$ cat src/rtl/risc_loader_pkg.sv
// Shared types and header/status field positions for the host-side loader
// that drives my_risc's external memory port.
package risc_loader_pkg;

    typedef enum logic [1:0] {
        CMD_WRITE = 2'b00,
        CMD_READ  = 2'b01,
        CMD_RUN   = 2'b10,
        CMD_RSVD  = 2'b11
    } cmd_e;

    typedef enum logic [2:0] {
        IDLE,
        WR_DATA,
        RD_ADDR,
        RD_SAMPLE,
        RD_SEND,
        RUN_START,
        RUN_WAIT,
        STAT_SEND
    } state_e;

    localparam int HDR_CMD_LSB      = 14;
    localparam int HDR_CMD_W        = 2;
    localparam int HDR_CNT_LSB      = 7;
    localparam int HDR_BASE_LSB     = 0;
    localparam int STAT_TIMEOUT_BIT = 15;
    localparam int CYCLE_W          = 15;

endpackage

$ cat src/rtl/risc_host_loader_timer.sv
// RUN supervision: cycle counter, Idone rising-edge detector and timeout compare.
module risc_run_timer
    import risc_loader_pkg::*;
#(
    parameter int TIMEOUT_CYCLES = 4096
) (
    input  logic               clk,
    input  logic               rst_n,
    input  logic               arm_i,
    input  logic               active_i,
    input  logic               done_i,
    output logic               done_hit_o,
    output logic               timeout_hit_o,
    output logic [CYCLE_W-1:0] cycles_o
);

    localparam logic [CYCLE_W-1:0] LIMIT = CYCLE_W'(TIMEOUT_CYCLES);

    logic [CYCLE_W-1:0] cnt_q;
    logic               done_prev_q;

    // Arming preloads the previous sample as high so a stale Idone that is
    // already asserted at start can never look like a rising edge.
    always_ff @(posedge clk or negedge rst_n) begin
        if (!rst_n) begin
            cnt_q       <= '0;
            done_prev_q <= 1'b0;
        end else if (arm_i) begin
            cnt_q       <= CYCLE_W'(1);
            done_prev_q <= 1'b1;
        end else if (active_i) begin
            cnt_q       <= cnt_q + CYCLE_W'(1);
            done_prev_q <= done_i;
        end
    end

    assign done_hit_o    = active_i && !done_prev_q && done_i;
    assign timeout_hit_o = active_i && (cnt_q == LIMIT);
    assign cycles_o      = cnt_q;

endmodule

$ cat src/rtl/risc_host_loader.sv
// Host command engine (WRITE / READ / RUN) owning my_risc's external memory
// port; every output comes straight from a register.
module risc_host_loader
    import risc_loader_pkg::*;
#(
    parameter int TIMEOUT_CYCLES = 4096,
    parameter int ADDR_W         = 7,
    parameter int DATA_W         = 16
) (
    input  logic              Iclk,
    input  logic              Ireset_n,
    input  logic              Iin_valid,
    output logic              Oin_ready,
    input  logic [DATA_W-1:0] Iin_data,
    output logic              Oout_valid,
    input  logic              Iout_ready,
    output logic [DATA_W-1:0] Oout_data,
    output logic              Oaccess,
    output logic              Owrb,
    output logic [ADDR_W-1:0] Oaddr,
    output logic [DATA_W-1:0] Odata,
    output logic              Ostart,
    input  logic [DATA_W-1:0] Irdata,
    input  logic              Idone,
    output logic              Obusy,
    output logic              Oerr
);

    state_e              state_q;
    logic [ADDR_W-1:0]   ptr_q;
    logic [ADDR_W:0]     rem_q;
    logic                in_ready_q, out_valid_q, access_q, wrb_q, start_q, busy_q, err_q;
    logic [DATA_W-1:0]   out_data_q, data_q;
    logic [ADDR_W-1:0]   addr_q;

    cmd_e                hdr_cmd;
    logic [ADDR_W-1:0]   hdr_cnt, hdr_base;
    logic                in_xfer, out_xfer, last_word;
    logic                done_hit, timeout_hit, run_arm, run_active;
    logic [CYCLE_W-1:0]  run_cycles;
    logic [DATA_W-1:0]   status_d;

    assign hdr_cmd   = cmd_e'(Iin_data[HDR_CMD_LSB +: HDR_CMD_W]);
    assign hdr_cnt   = Iin_data[HDR_CNT_LSB +: ADDR_W];
    assign hdr_base  = Iin_data[HDR_BASE_LSB +: ADDR_W];
    assign in_xfer   = Iin_valid && in_ready_q;
    assign out_xfer  = out_valid_q && Iout_ready;
    assign last_word = (rem_q == (ADDR_W+1)'(1));
    assign run_arm    = (state_q == RUN_START);
    assign run_active = (state_q == RUN_WAIT);

    always_comb begin
        status_d                   = '0;
        status_d[STAT_TIMEOUT_BIT] = !done_hit;
        status_d[CYCLE_W-1:0]      = run_cycles;
    end

    risc_run_timer #(.TIMEOUT_CYCLES(TIMEOUT_CYCLES)) u_timer (
        .clk          (Iclk),
        .rst_n        (Ireset_n),
        .arm_i        (run_arm),
        .active_i     (run_active),
        .done_i       (Idone),
        .done_hit_o   (done_hit),
        .timeout_hit_o(timeout_hit),
        .cycles_o     (run_cycles)
    );

    // Pulse-type outputs (Oerr, Ostart, write strobe) default to inactive each
    // cycle; the state branches below re-assert them where needed.
    always_ff @(posedge Iclk or negedge Ireset_n) begin
        if (!Ireset_n) begin
            state_q     <= IDLE;
            ptr_q       <= '0;
            rem_q       <= '0;
            in_ready_q  <= 1'b0;
            out_valid_q <= 1'b0;
            out_data_q  <= '0;
            access_q    <= 1'b1;
            wrb_q       <= 1'b1;
            addr_q      <= '0;
            data_q      <= '0;
            start_q     <= 1'b0;
            busy_q      <= 1'b0;
            err_q       <= 1'b0;
        end else begin
            err_q   <= 1'b0;
            start_q <= 1'b0;
            wrb_q   <= 1'b1;
            case (state_q)
                IDLE: begin
                    in_ready_q <= 1'b1;
                    if (in_xfer) begin
                        ptr_q <= hdr_base;
                        rem_q <= {(hdr_cnt == '0), hdr_cnt};
                        case (hdr_cmd)
                            CMD_WRITE: begin
                                state_q <= WR_DATA;
                                busy_q  <= 1'b1;
                            end
                            CMD_READ: begin
                                state_q    <= RD_ADDR;
                                busy_q     <= 1'b1;
                                in_ready_q <= 1'b0;
                                addr_q     <= hdr_base;
                            end
                            CMD_RUN: begin
                                state_q    <= RUN_START;
                                busy_q     <= 1'b1;
                                in_ready_q <= 1'b0;
                                access_q   <= 1'b0;
                                start_q    <= 1'b1;
                            end
                            default: err_q <= 1'b1;
                        endcase
                    end
                end
                WR_DATA: begin
                    if (in_xfer) begin
                        addr_q <= ptr_q;
                        data_q <= Iin_data;
                        wrb_q  <= 1'b0;
                        ptr_q  <= ptr_q + ADDR_W'(1);
                        rem_q  <= rem_q - (ADDR_W+1)'(1);
                        if (last_word) begin
                            state_q <= IDLE;
                            busy_q  <= 1'b0;
                        end
                    end
                end
                RD_ADDR:   state_q <= RD_SAMPLE;
                RD_SAMPLE: begin
                    out_data_q  <= Irdata;
                    out_valid_q <= 1'b1;
                    state_q     <= RD_SEND;
                end
                RD_SEND: begin
                    if (out_xfer) begin
                        out_valid_q <= 1'b0;
                        ptr_q       <= ptr_q + ADDR_W'(1);
                        rem_q       <= rem_q - (ADDR_W+1)'(1);
                        if (last_word) begin
                            state_q    <= IDLE;
                            in_ready_q <= 1'b1;
                            busy_q     <= 1'b0;
                        end else begin
                            state_q <= RD_ADDR;
                            addr_q  <= ptr_q + ADDR_W'(1);
                        end
                    end
                end
                RUN_START: state_q <= RUN_WAIT;
                RUN_WAIT: begin
                    if (done_hit || timeout_hit) begin
                        out_data_q  <= status_d;
                        out_valid_q <= 1'b1;
                        access_q    <= 1'b1;
                        state_q     <= STAT_SEND;
                    end
                end
                STAT_SEND: begin
                    if (out_xfer) begin
                        out_valid_q <= 1'b0;
                        state_q     <= IDLE;
                        in_ready_q  <= 1'b1;
                        busy_q      <= 1'b0;
                    end
                end
                default: state_q <= IDLE;
            endcase
        end
    end

    assign Oin_ready  = in_ready_q;
    assign Oout_valid = out_valid_q;
    assign Oout_data  = out_data_q;
    assign Oaccess    = access_q;
    assign Owrb       = wrb_q;
    assign Oaddr      = addr_q;
    assign Odata      = data_q;
    assign Ostart     = start_q;
    assign Obusy      = busy_q;
    assign Oerr       = err_q;

endmodule
$ cat config.mk
export PLATFORM = sky130hd
export DESIGN_NAME = risc_host_loader
export DESIGN_NICKNAME = d
export VERILOG_FILES = /design/src/rtl/risc_loader_pkg.sv /design/src/rtl/risc_host_loader_timer.sv /design/src/rtl/risc_host_loader.sv
export SDC_FILE = /design/constraint.sdc
export NUM_CORES = 1
export LEC_CHECK = 0
export CORE_ASPECT_RATIO = 1.1
export CORE_UTILIZATION = 54
export CTS_CLUSTER_DIAMETER = 100
export CTS_CLUSTER_SIZE = 24
export DETAILED_ROUTE_END_ITERATION = 10
export DONT_BUFFER_PORTS = 1
export PLACE_DENSITY = 0.74
export SYNTH_ARGS = -nofsm -noshare
export SYNTH_HDL_FRONTEND = slang
export SYNTH_SLANG_ARGS = --single-unit
$ cat constraint.sdc
create_clock -name Iclk -period 2.6 [get_ports Iclk]
set_input_delay 0.52 -clock Iclk [delete_from_list [all_inputs] [get_ports Iclk]]
set_output_delay 0.52 -clock Iclk [all_outputs]
set_load 0.05 [all_outputs]
==> metrics <==
outcome=finished clean; Worst EP arrival=around 2400 ps; critical path type=reg2reg; layout-stage area growth over the synthesis result=5.436%; asr flop ratio synth=1.000; P_int=3269 uW; post-detailed-route via-to-cell ratio=6.129; CTS Buf Count=9; internal reg-to-reg setup slack=between 400 and 500 ps; endpoint of the worst setup timing path=state_q[0]; worst IR drop on VDD=0.6470 mV; Max Cap Violations=0; largest net degree at the start of global routing=81; depth of the worst register-to-register path=6; leading cell types by total area after synthesis=sky130_fd_sc_hd__dfrtp_1 43%, sky130_fd_sc_hd__nand2_1 6.3%, sky130_fd_sc_hd__mux2_2 5.8%; Leakage Power=between 0.002 and 0.0025 uW; Post-synth top flop=sky130_fd_sc_hd__dfrtp_1; proportion of layout cells with a drive suffix above 1=0.1838; synthesis-stage register bit count=80; post-synthesis instance total=approximately 460; DRC violation count after routing=0; Max Fanout on Critical Path=11; via count of the first global-routing pass=approximately 3500; clock transition at the registers of the reported paths=90 ps; wirelength, routed=approximately 10000 um; initial standard-cell utilization of the core=0.5612; count of flip-flops with a built-in enable after synthesis=0; Synthesized Nets=504; actual transition at the worst max-transition pin=approximately 580 ps; Seq/Total Area, Yosys=0.4466; library cell with the largest summed area after synthesis=sky130_fd_sc_hd__dfrtp_1; Fin Hold WS=37.92 ps; insertion delay to the later sink of the worst-skew pair=350 ps; initial drt markers=166; mean cell area of the mapped netlist=a little under 10 um^2; number of placement rows=34; placed cell areas=approximately 0.0045 mm^2; data required time of the worst path=approximately 2900 ps; kind of end point of the critical path=register; Floorplan Core Area=between 0.007 and 0.008 mm^2; quantity of hold-fixing buffers added after cts=1; TritonCTS clock tree=done; Critical R2R Launch=state_q[1]; number of max-slew violations in the final report=0; count of nets left with antenna violations after detail routing=0; total of endpoints with negative setup slack in the final report=0; combinational fraction of design power=0.383; post-cts resize count=0; timing startpoint of the critical path=state_q[1]; mean routed wirelength per cell=approximately 18 um; Pwr Density=approximately 1500 mW/mm^2; number of levels in the clock H-tree=3; RSZ-0062 raised after global routing=no; Synthesis Warnings=0; Port Buf Inserts=0; routability-driven placement congestion ratio=0.9328; number of detailed-route iterations in the first pass=5; net switching power=3625 uW; total routing usage reported by global routing=0.2570; post-CTS setup-driven buffer insertion count=0; critical path launch point type=register; final global-route overflow total=0; Antenna Cells=0; floorplan die height=a little under 100 um; remaining max-slew budget at the tightest pin=0.6120; antenna violations before repair=0; wire length of the first global-routing pass=17270 um; accumulated negative setup slack=0 ps; area share of the largest cell type after synthesis=0.4349; part of the power in the clock network=0.123; I/O Pins=83; Final Hold Vio Count=0; buffer cell driving the clock tree root=sky130_fd_sc_hd__clkbuf_8; type of the tightest min-delay check=in2async; HPWL after detailed placement=between 7000 and 8000 um; period utilisation layout=0.8149; highest achievable clock rate=~0.47 GHz; Die Area=between 0.008 and 0.009 mm^2; Layout Utilization=0.5917; width of the die=a little under 90 um; worst r2r dst=state_q[0]; Max Buffers Root-to-Sink=2; NumNets Final=about 500; number of different library cells in the post-synthesis netlist=65; total number of vias=between 3000 and 4000; area of the mapped netlist=0.004488 mm^2; Power Total=approximately 6900 uW; Sink Count=80; final setup skew=11.34 ps; final design instance area without fill=between 0.004 and 0.005 mm^2; sequential cell fraction of total power=0.494; proportion of total power due to net switching=0.5258; Min Clock Period, post-route=between 2000 and 2500 ps
==> cells by family after synthesis <==
group                    count (synthesis)  share of synthesized area
adder cells (fa/ha/maj)                 10                    0.02788
AND/OR/NAND/NOR                        160                     0.1723
AO/OA/AOI/OAI                          116                     0.1784
XOR/XNOR                                 8                    0.01561
flip-flops                              80                     0.4466
buffers and inverters                   44                    0.05464
multiplexers                            39                     0.1045
==> sequential cells by signal, summed over array words and instances (netlist names), 3 cells and up <==
| register | cells |
|---|---|
| u_timer.cycles_o | 15 |
| Oout_data | 16 |
| ptr_q | 7 |
| state_q | 3 |
| Oaddr | 7 |
| Odata | 16 |
| rem_q | 8 |
==> power groups by stage <==
stage	combinational [uW]	sequential (uW)	clock, uW
after floorplan	2320	3230	0
after global placement	2520	3410	0
after detailed placement	2600	3430	0
final	2640	3410	850
after global routing	2930	3490	925
after CTS	2640	3410	872
==> worst max-delay path: stages, from the launching register on <==
cell                       delay (ps)
sky130_fd_sc_hd__dfrtp_1          550
sky130_fd_sc_hd__buf_4            230
sky130_fd_sc_hd__nand2b_1         400
sky130_fd_sc_hd__a211o_1          180
sky130_fd_sc_hd__o311ai_1         120
sky130_fd_sc_hd__nor2_1           320
sky130_fd_sc_hd__mux2i_1          230
==> layout by cell type, fill, tap and decap left out, drive strengths merged, types with 5 or more instances in the layout <==
cell type  instances
mux2              33
xnor2              6
nor4               7
nand4              7
nor2              24
o211ai             9
clkbuf             9
buf               14
inv               15
nand2b             6
o31ai              7
o21ai             39
clkinv             5
a21oi             23
nand2             75
o22ai             10
mux2i              6
nand3             17
ha                10
and3               6
dfrtp             78
nor3               7
==> per-layer routing <==
metal / global-route usage / routed length, um / up-vias
li1: - / - / 1625
met1: 0.3330 / 4150 / 1697
met2: 0.4107 / 5206 / 119
met3: 0.06202 / 594 / 22
met4: 0.09926 / 229 / 0
met5: 0 / 0 / -
==> layout make-up <==
cell class,count,area (um^2)
fill,705,3266
timing repair buffer,14,125.1
clock buffer,9,123.9
clock inverter,7,52.55
multi-input combinational,333,2238
tap,108,135.1
sequential,80,2004
inverter,14,52.55
==> synth_stat cells, types with 6 or more instances <==
cell type / n
sky130_fd_sc_hd__a21oi_1: 19
sky130_fd_sc_hd__and3_1: 6
sky130_fd_sc_hd__buf_2: 9
sky130_fd_sc_hd__buf_6: 6
sky130_fd_sc_hd__clkbuf_1: 11
sky130_fd_sc_hd__dfrtp_1: 78
sky130_fd_sc_hd__ha_1: 10
sky130_fd_sc_hd__inv_1: 12
sky130_fd_sc_hd__mux2_2: 23
sky130_fd_sc_hd__mux2_4: 10
sky130_fd_sc_hd__mux2i_1: 6
sky130_fd_sc_hd__nand2_1: 75
sky130_fd_sc_hd__nand2b_1: 6
sky130_fd_sc_hd__nand3_1: 17
sky130_fd_sc_hd__nand4_1: 6
sky130_fd_sc_hd__nor2_1: 23
sky130_fd_sc_hd__nor4_1: 6
sky130_fd_sc_hd__o211ai_1: 8
sky130_fd_sc_hd__o21ai_0: 33
sky130_fd_sc_hd__o22ai_1: 9
sky130_fd_sc_hd__o31ai_1: 7
sky130_fd_sc_hd__xnor2_1: 6
==> per-stage QoR <==
| step | setup WS (ps) | cells |
|---|---|---|
| after global routing | 320.6 | 565 |
| after detailed placement | 490.2 | 548 |
| after global placement | 566.4 | 548 |
| after floorplan | 642.2 | 457 |
| after CTS | 481.2 | 565 |
| final | 481.2 | 565 |
==> worst min path at each step <==
stage	to	slack, ps
floorplan	Oaddr[0]	220
finish	Oaddr[5]	40
CTS	Oaddr[6]	60
detailed placement	Oaddr[6]	230
global placement	Oaddr[1]	230
global route	Oaddr[5]	50
Power figures use the tool's default switching activity.
